`config.mk`:
```
export PLATFORM = sky130hd
export DESIGN_NAME = d16_scoreboard
export DESIGN_NICKNAME = d
export VERILOG_FILES = /design/src/rtl/d16_scoreboard_pkg.sv /design/src/rtl/d16_sb_counter.sv /design/src/rtl/d16_scoreboard.sv
export SDC_FILE = /design/constraint.sdc
export NUM_CORES = 1
export LEC_CHECK = 0
export BUFFER_PORTS_ARGS = -buffer_cell sky130_fd_sc_hd__clkbuf_2
export CAP_MARGIN = 20
export CORE_AREA = 5 5 99 101
export CTS_BUF_LIST = sky130_fd_sc_hd__clkbuf_16
export CTS_CLUSTER_DIAMETER = 150
export CTS_CLUSTER_SIZE = 40
export DETAILED_ROUTE_END_ITERATION = 8
export DIE_AREA = 0 0 104 106
export PLACE_DENSITY = 0.58
export SLEW_MARGIN = 10
export SYNTH_ARGS = -nofsm -noshare
export SYNTH_HDL_FRONTEND = slang
export SYNTH_SLANG_ARGS = --single-unit
```
`constraint.sdc`:
```
create_clock -name sys_clk -period 3.01 [get_ports sys_clk]
set_input_delay 0.4515 -clock sys_clk [delete_from_list [all_inputs] [get_ports sys_clk]]
set_output_delay 0.4515 -clock sys_clk [all_outputs]
set_load 0.005 [all_outputs]
```
`src/rtl/d16_scoreboard_pkg.sv`:
```
// Shared d16 opcode values and opcode classification for the register scoreboard.
// Each opcode class is defined once here, so every block that decodes opcodes agrees on it.
package d16_scoreboard_pkg;

  localparam logic [7:0] D16_OP_NOP = 8'h00;
  localparam logic [7:0] D16_OP_ADD = 8'h01;
  localparam logic [7:0] D16_OP_SUB = 8'h02;
  localparam logic [7:0] D16_OP_SHL = 8'h03;
  localparam logic [7:0] D16_OP_SHR = 8'h04;
  localparam logic [7:0] D16_OP_EQU = 8'h05;
  localparam logic [7:0] D16_OP_COP = 8'h06;
  localparam logic [7:0] D16_OP_AFC = 8'h07;
  localparam logic [7:0] D16_OP_LOD = 8'h08;
  localparam logic [7:0] D16_OP_LOP = 8'h09;
  localparam logic [7:0] D16_OP_STP = 8'h0A;
  localparam logic [7:0] D16_OP_JMZ = 8'h0B;
  localparam logic [7:0] D16_OP_STR = 8'h0C;
  localparam logic [7:0] D16_OP_JMP = 8'h0D;

  typedef struct packed {
    logic wr;     // writes register a
    logic rd_b;   // reads register b
    logic rd_bc;  // also reads register c
  } op_class_t;

  function automatic logic d16_writes_reg(input logic [7:0] op);
    case (op)
      D16_OP_ADD, D16_OP_SUB, D16_OP_SHL, D16_OP_SHR, D16_OP_EQU,
      D16_OP_COP, D16_OP_AFC, D16_OP_LOD, D16_OP_LOP: return 1'b1;
      default: return 1'b0;
    endcase
  endfunction

  function automatic logic d16_reads_bc(input logic [7:0] op);
    case (op)
      D16_OP_ADD, D16_OP_SUB, D16_OP_SHL, D16_OP_SHR, D16_OP_EQU,
      D16_OP_STP: return 1'b1;
      default: return 1'b0;
    endcase
  endfunction

  function automatic logic d16_reads_b(input logic [7:0] op);
    case (op)
      D16_OP_JMZ, D16_OP_COP, D16_OP_STR: return 1'b1;
      default: return d16_reads_bc(op);
    endcase
  endfunction

  function automatic op_class_t d16_classify(input logic [7:0] op);
    op_class_t c;
    c.wr    = d16_writes_reg(op);
    c.rd_b  = d16_reads_b(op);
    c.rd_bc = d16_reads_bc(op);
    return c;
  endfunction

endpackage

```
`src/rtl/d16_sb_counter.sv`:
```
// Saturating pending-write counter for one architectural register.
// The caller keeps inc from firing at the maximum; a decrement at zero is reported and ignored.
module d16_sb_counter #(
  parameter int CNT_W = 2
) (
  input  logic             clk_i,
  input  logic             rst_ni,
  input  logic             inc_i,
  input  logic             dec_i,
  output logic [CNT_W-1:0] cnt_o,
  output logic             nz_o,
  output logic             err_dec_zero_o
);

  logic [CNT_W-1:0] cnt_q, cnt_d;

  always_comb begin
    cnt_d = cnt_q;
    if (inc_i && !dec_i)
      cnt_d = cnt_q + CNT_W'(1);
    else if (dec_i && !inc_i && cnt_q != '0)
      cnt_d = cnt_q - CNT_W'(1);
  end

  always_ff @(posedge clk_i or negedge rst_ni) begin
    if (!rst_ni) cnt_q <= '0;
    else         cnt_q <= cnt_d;
  end

  assign cnt_o          = cnt_q;
  assign nz_o           = (cnt_q != '0);
  assign err_dec_zero_o = dec_i && (cnt_q == '0);

endmodule

```
`src/rtl/d16_scoreboard.sv`:
```
// Register scoreboard: counts in-flight writes per register from issue to writeback
// and stalls LI/DI while any source register still has a write outstanding.
module d16_scoreboard
  import d16_scoreboard_pkg::*;
#(
  parameter int REG_W = 4,
  parameter int NREGS = 2**REG_W,
  parameter int CNT_W = 2
) (
  input  logic             sys_clk,
  input  logic             sys_rst,
  input  logic [7:0]       li_di_op,
  input  logic [REG_W-1:0] li_di_a,
  input  logic [REG_W-1:0] li_di_b,
  input  logic [REG_W-1:0] li_di_c,
  input  logic             jmp,
  input  logic             wb_valid,
  input  logic [REG_W-1:0] wb_a,
  output logic [7:0]       li_di_op_out,
  output logic             en,
  output logic [NREGS-1:0] busy,
  output logic             sb_err
);

  op_class_t                   cls;
  logic [NREGS-1:0][CNT_W-1:0] cnt;
  logic [NREGS-1:0]            nz, inc, dec, err_vec;
  logic                        hazard, full, stall, issue;
  logic                        sb_err_q;

  assign cls = d16_classify(li_di_op);

  // Counter values before the edge are used: a retiring write only unblocks readers next cycle.
  assign hazard = cls.rd_b && (nz[li_di_b] || (cls.rd_bc && nz[li_di_c]));
  // A same-cycle retire on the destination frees a slot, so a full counter can still accept.
  assign full   = cls.wr && (cnt[li_di_a] == {CNT_W{1'b1}}) && !(wb_valid && wb_a == li_di_a);
  assign stall  = ~jmp & (hazard | full);
  assign issue  = cls.wr & ~stall & ~jmp;

  assign en           = ~stall;
  assign li_di_op_out = stall ? 8'h00 : li_di_op;

  for (genvar r = 0; r < NREGS; r++) begin : g_cnt
    assign inc[r] = issue    && (li_di_a == REG_W'(r));
    assign dec[r] = wb_valid && (wb_a    == REG_W'(r));

    d16_sb_counter #(.CNT_W(CNT_W)) u_cnt (
      .clk_i          (sys_clk),
      .rst_ni         (sys_rst),
      .inc_i          (inc[r]),
      .dec_i          (dec[r]),
      .cnt_o          (cnt[r]),
      .nz_o           (nz[r]),
      .err_dec_zero_o (err_vec[r])
    );
  end

  always_ff @(posedge sys_clk or negedge sys_rst) begin
    if (!sys_rst)       sb_err_q <= 1'b0;
    else if (|err_vec)  sb_err_q <= 1'b1;
  end

  assign busy   = nz;
  assign sb_err = sb_err_q;

endmodule

```
==> out/results.ini <==
[synth]
synth_top_cell_by_area=dfrtp_1
synth_commonest_cells=nor2_1 (48), nand2_1 (41), dfrtp_1 (33), nand3_1 (29), inv_1 (21)
synth.avg_cell_area_um2=7.853
yosysTopAreaCellShare_pct=24.23
synth_flop_cell=dfrtp_1
syn_area_um2=3408
ys_types=56
synth-edff-count=0
synth-async-reset-ratio_pct=100.0
synth_seq_cells=33
yosysMostFrequentCell=nor2_1
postSynthCellCount=434
ys_seq_area_share_pct=24.23
ys_top_cells_by_area=dfrtp_1 (24%), mux4_2 (5.9%), nor2_1 (5.3%)
ys_warn_count=0
synthesis.nets=462

[critical_path]
cp_max_fo=5
startpoint=g_cnt[3].u_cnt.cnt_o[1]
critPathTopFamily=multiplexers
cp.arrival_ns=2.46
endpoint_kind=primary output
path_class=reg2out
slowest_stage=mux4_2
cp.required_ns=2.56
rr_worst_depth=11
endpoint=li_di_op_out[3]
max_stage_delay_ns=0.49
crit_path_start_kind=flip-flop
r2r-end=g_cnt[8].u_cnt.cnt_o[1]
cp_num_cells=7
r2r_slack_ns=0.15
worstPathCellList=mux4_2 > mux4_2 > and4_4 > nor3_4 > nor2_4 > nor2b_1 > clkbuf_2
cpMostUsedCell=mux4_2
reg2reg_from=g_cnt[15].u_cnt.cnt_o[1]
cp_num_buf_inv=1

[timing]
finalHoldViolations=0
fin_crit_sh_pct=96.79
drv_slew=0
relSlewSlack_pct=39.60
fmax_ghz=0.3433
worst_pin_slew_ns=0.9061
finalSetupViolations=0
fin_crit_ns=2.913
fin_skew_ns=0.005187

[cells_and_area]
utilization_pct=45.18
diodes=0
num-fill-cells=891
nNetsFinal=513
final_cell_area_um2=4036
seq_area_um2=838.3
multi_input_area_um2=2326
final-instance-count-excl-fill=597
drive_above_1_share_pct=30.25
synthToLayoutAreaGrowth_pct=18.43

[routing]
ant_nets=0
wire_per_inst_um=18.92
viasPerCell=5.992
wirelength_um=11300
vias=3577
drt_iter0_drc=300
drc_errors=0
dr.pass1.iters=7

[floorplan]
die_w_um=104
dieHeight_um=106
fp-row-count=35
io_pins=54
core_area_um2=8934
dieArea_um2=11020
initial_core_util_pct=38.15

[pwr]
ir_drop_mv=0.2225
clkPwrFrac_pct=34.8
p_sw_mw=0.4506
cellPowerDensity_nw_per_um2=351.9
seq_power_share_pct=38.5
p_int_mw=0.9697
total_power_mw=1.420
p_sw_share_pct=31.73
leakage_nw=1.798
comb_power_share_pct=26.7

[global_route]
antenna_found_initial=0
gr-usage-all-layers_pct=19.78
grt_pass1_vias=3296
gr-total-overflow=0
grt_max_degree=35
top_usage_layer=met2
grt_pass1_wl_um=17620
grt_use_met1_pct=25.62
use_met2_pct=33.52
use_met3_pct=3.947

[clocking]
htreeDepth=2
cts.hold.buffers_added=0
clockRootBuffer=clkbuf_16
cts_tree=done
clk_latency_ns=0.28
cts_buffers=5
clk_pin_slew_worst_paths_ns=0.06
cts_buffer_depth=2
cts.sinks=33

[place]
dp_hpwl_um=8754
placed_cells=578
place_area_um2=3745
io_buffers=53
globalplace.congestion=0.9443

[job]
maxCapViolCount=0

[min_path]
min_path_type=in2async

[outcome]
outcome=completed

[final cells by class]
| type | instances | share of cell area (%) |
|---|---|---|
| clock buffers | 5 | 3.100 |
| clock inverters | 3 | 0.3410 |
| inverters | 21 | 1.953 |
| multi-input cells | 338 | 57.63 |
| flip-flops and latches | 33 | 20.77 |
| well taps | 111 | 3.441 |
| repair buffers | 86 | 12.77 |
[how the worst min path moves through the flow]
stage	start	end	slack [ns]	cells after the start
floorplan	sys_rst	g_cnt[0].u_cnt.cnt_o[0]	0.16	0
global placement	sb_err	sb_err	0.53	2
detailed placement	sb_err	sb_err	0.53	2
CTS	sys_rst	g_cnt[13].u_cnt.cnt_o[1]	0.33	1
global route	sys_rst	g_cnt[3].u_cnt.cnt_o[1]	0.39	1
finish	sys_rst	g_cnt[3].u_cnt.cnt_o[1]	0.30	1
[power by group through the flow]
stage          clock network, mW  logic [mW]  registers [mW]
2_1_floorplan                  0       0.232           0.529
3_3_place_gp                   0       0.324           0.546
3_5_place_dp                   0       0.328           0.548
4_1_cts                    0.510       0.334           0.540
5_1_grt                    0.528       0.416           0.555
6_report                   0.494       0.380           0.547
[logic make-up after synthesis]
kind of cell	after synthesis	share of synthesized area [%]
mux	15	10.57
simple gates	228	35.02
compound gates	88	18.87
buf+inv	63	9.471
xor+xnor	6	1.542
flops	33	24.23
fa+ha+maj	1	0.2937
[layer usage]
metal,wire length (µm),up-vias
li1,-,1703
met1,4811,1709
met2,5487,138
met3,739,27
met4,257,0
met5,0,-
[through the flow]
step	setup TNS, ns	hold WS (ns)	setup WS [ns]
6_report	0	0.2990	0.09669
5_1_grt	-0.01433	0.3921	-0.01178
4_1_cts	0	0.3305	0.003431
3_5_place_dp	-0.03667	0.5322	-0.01668
3_3_place_gp	0	0.5324	0.03346
2_1_floorplan	0	0.1559	0.1136
[sequential cells by signal, summed over array words and instances (netlist names)]
name	flops
g_cnt.u_cnt.cnt_o	32
sb_err	1
[placed cells by master, fill, tap and decap left out, types with 3 or more instances in the layout]
master,synthesis,final
a31oi_1,7,7
clkbuf_16,0,5
and4_1,3,3
nand4_1,12,12
nand2b_1,9,9
and3_1,16,16
a21oi_1,13,13
inv_1,21,21
dfrtp_1,33,23
nor2_4,0,3
a31o_2,4,4
nor2_1,48,43
xor2_1,3,3
nor4_1,7,5
buf_4,17,33
o22ai_1,4,4
and2_1,8,8
nand2_1,41,41
clkbuf_2,0,52
nor2b_1,10,10
nor3b_1,10,10
a22oi_1,3,3
xnor2_1,3,3
nor3_1,18,17
o21ai_0,10,10
o2bb2ai_1,8,8
o211ai_1,12,12
a211oi_1,5,5
o211a_1,3,3
or3b_2,3,3
a21o_1,3,3
nand3_1,29,29
dfrtp_2,0,10
or2_2,7,5
mux4_2,9,13
[timing repair]
action | 4_1_cts | 5_1_grt
cloned | 0 | 0
endpoints found under the setup margin | 5 | 18
buffers inserted | 1 | 10
resized for setup | 5 | 29
pin swaps | 1 | 1
Note: power is estimated with default switching activity, not from simulation.
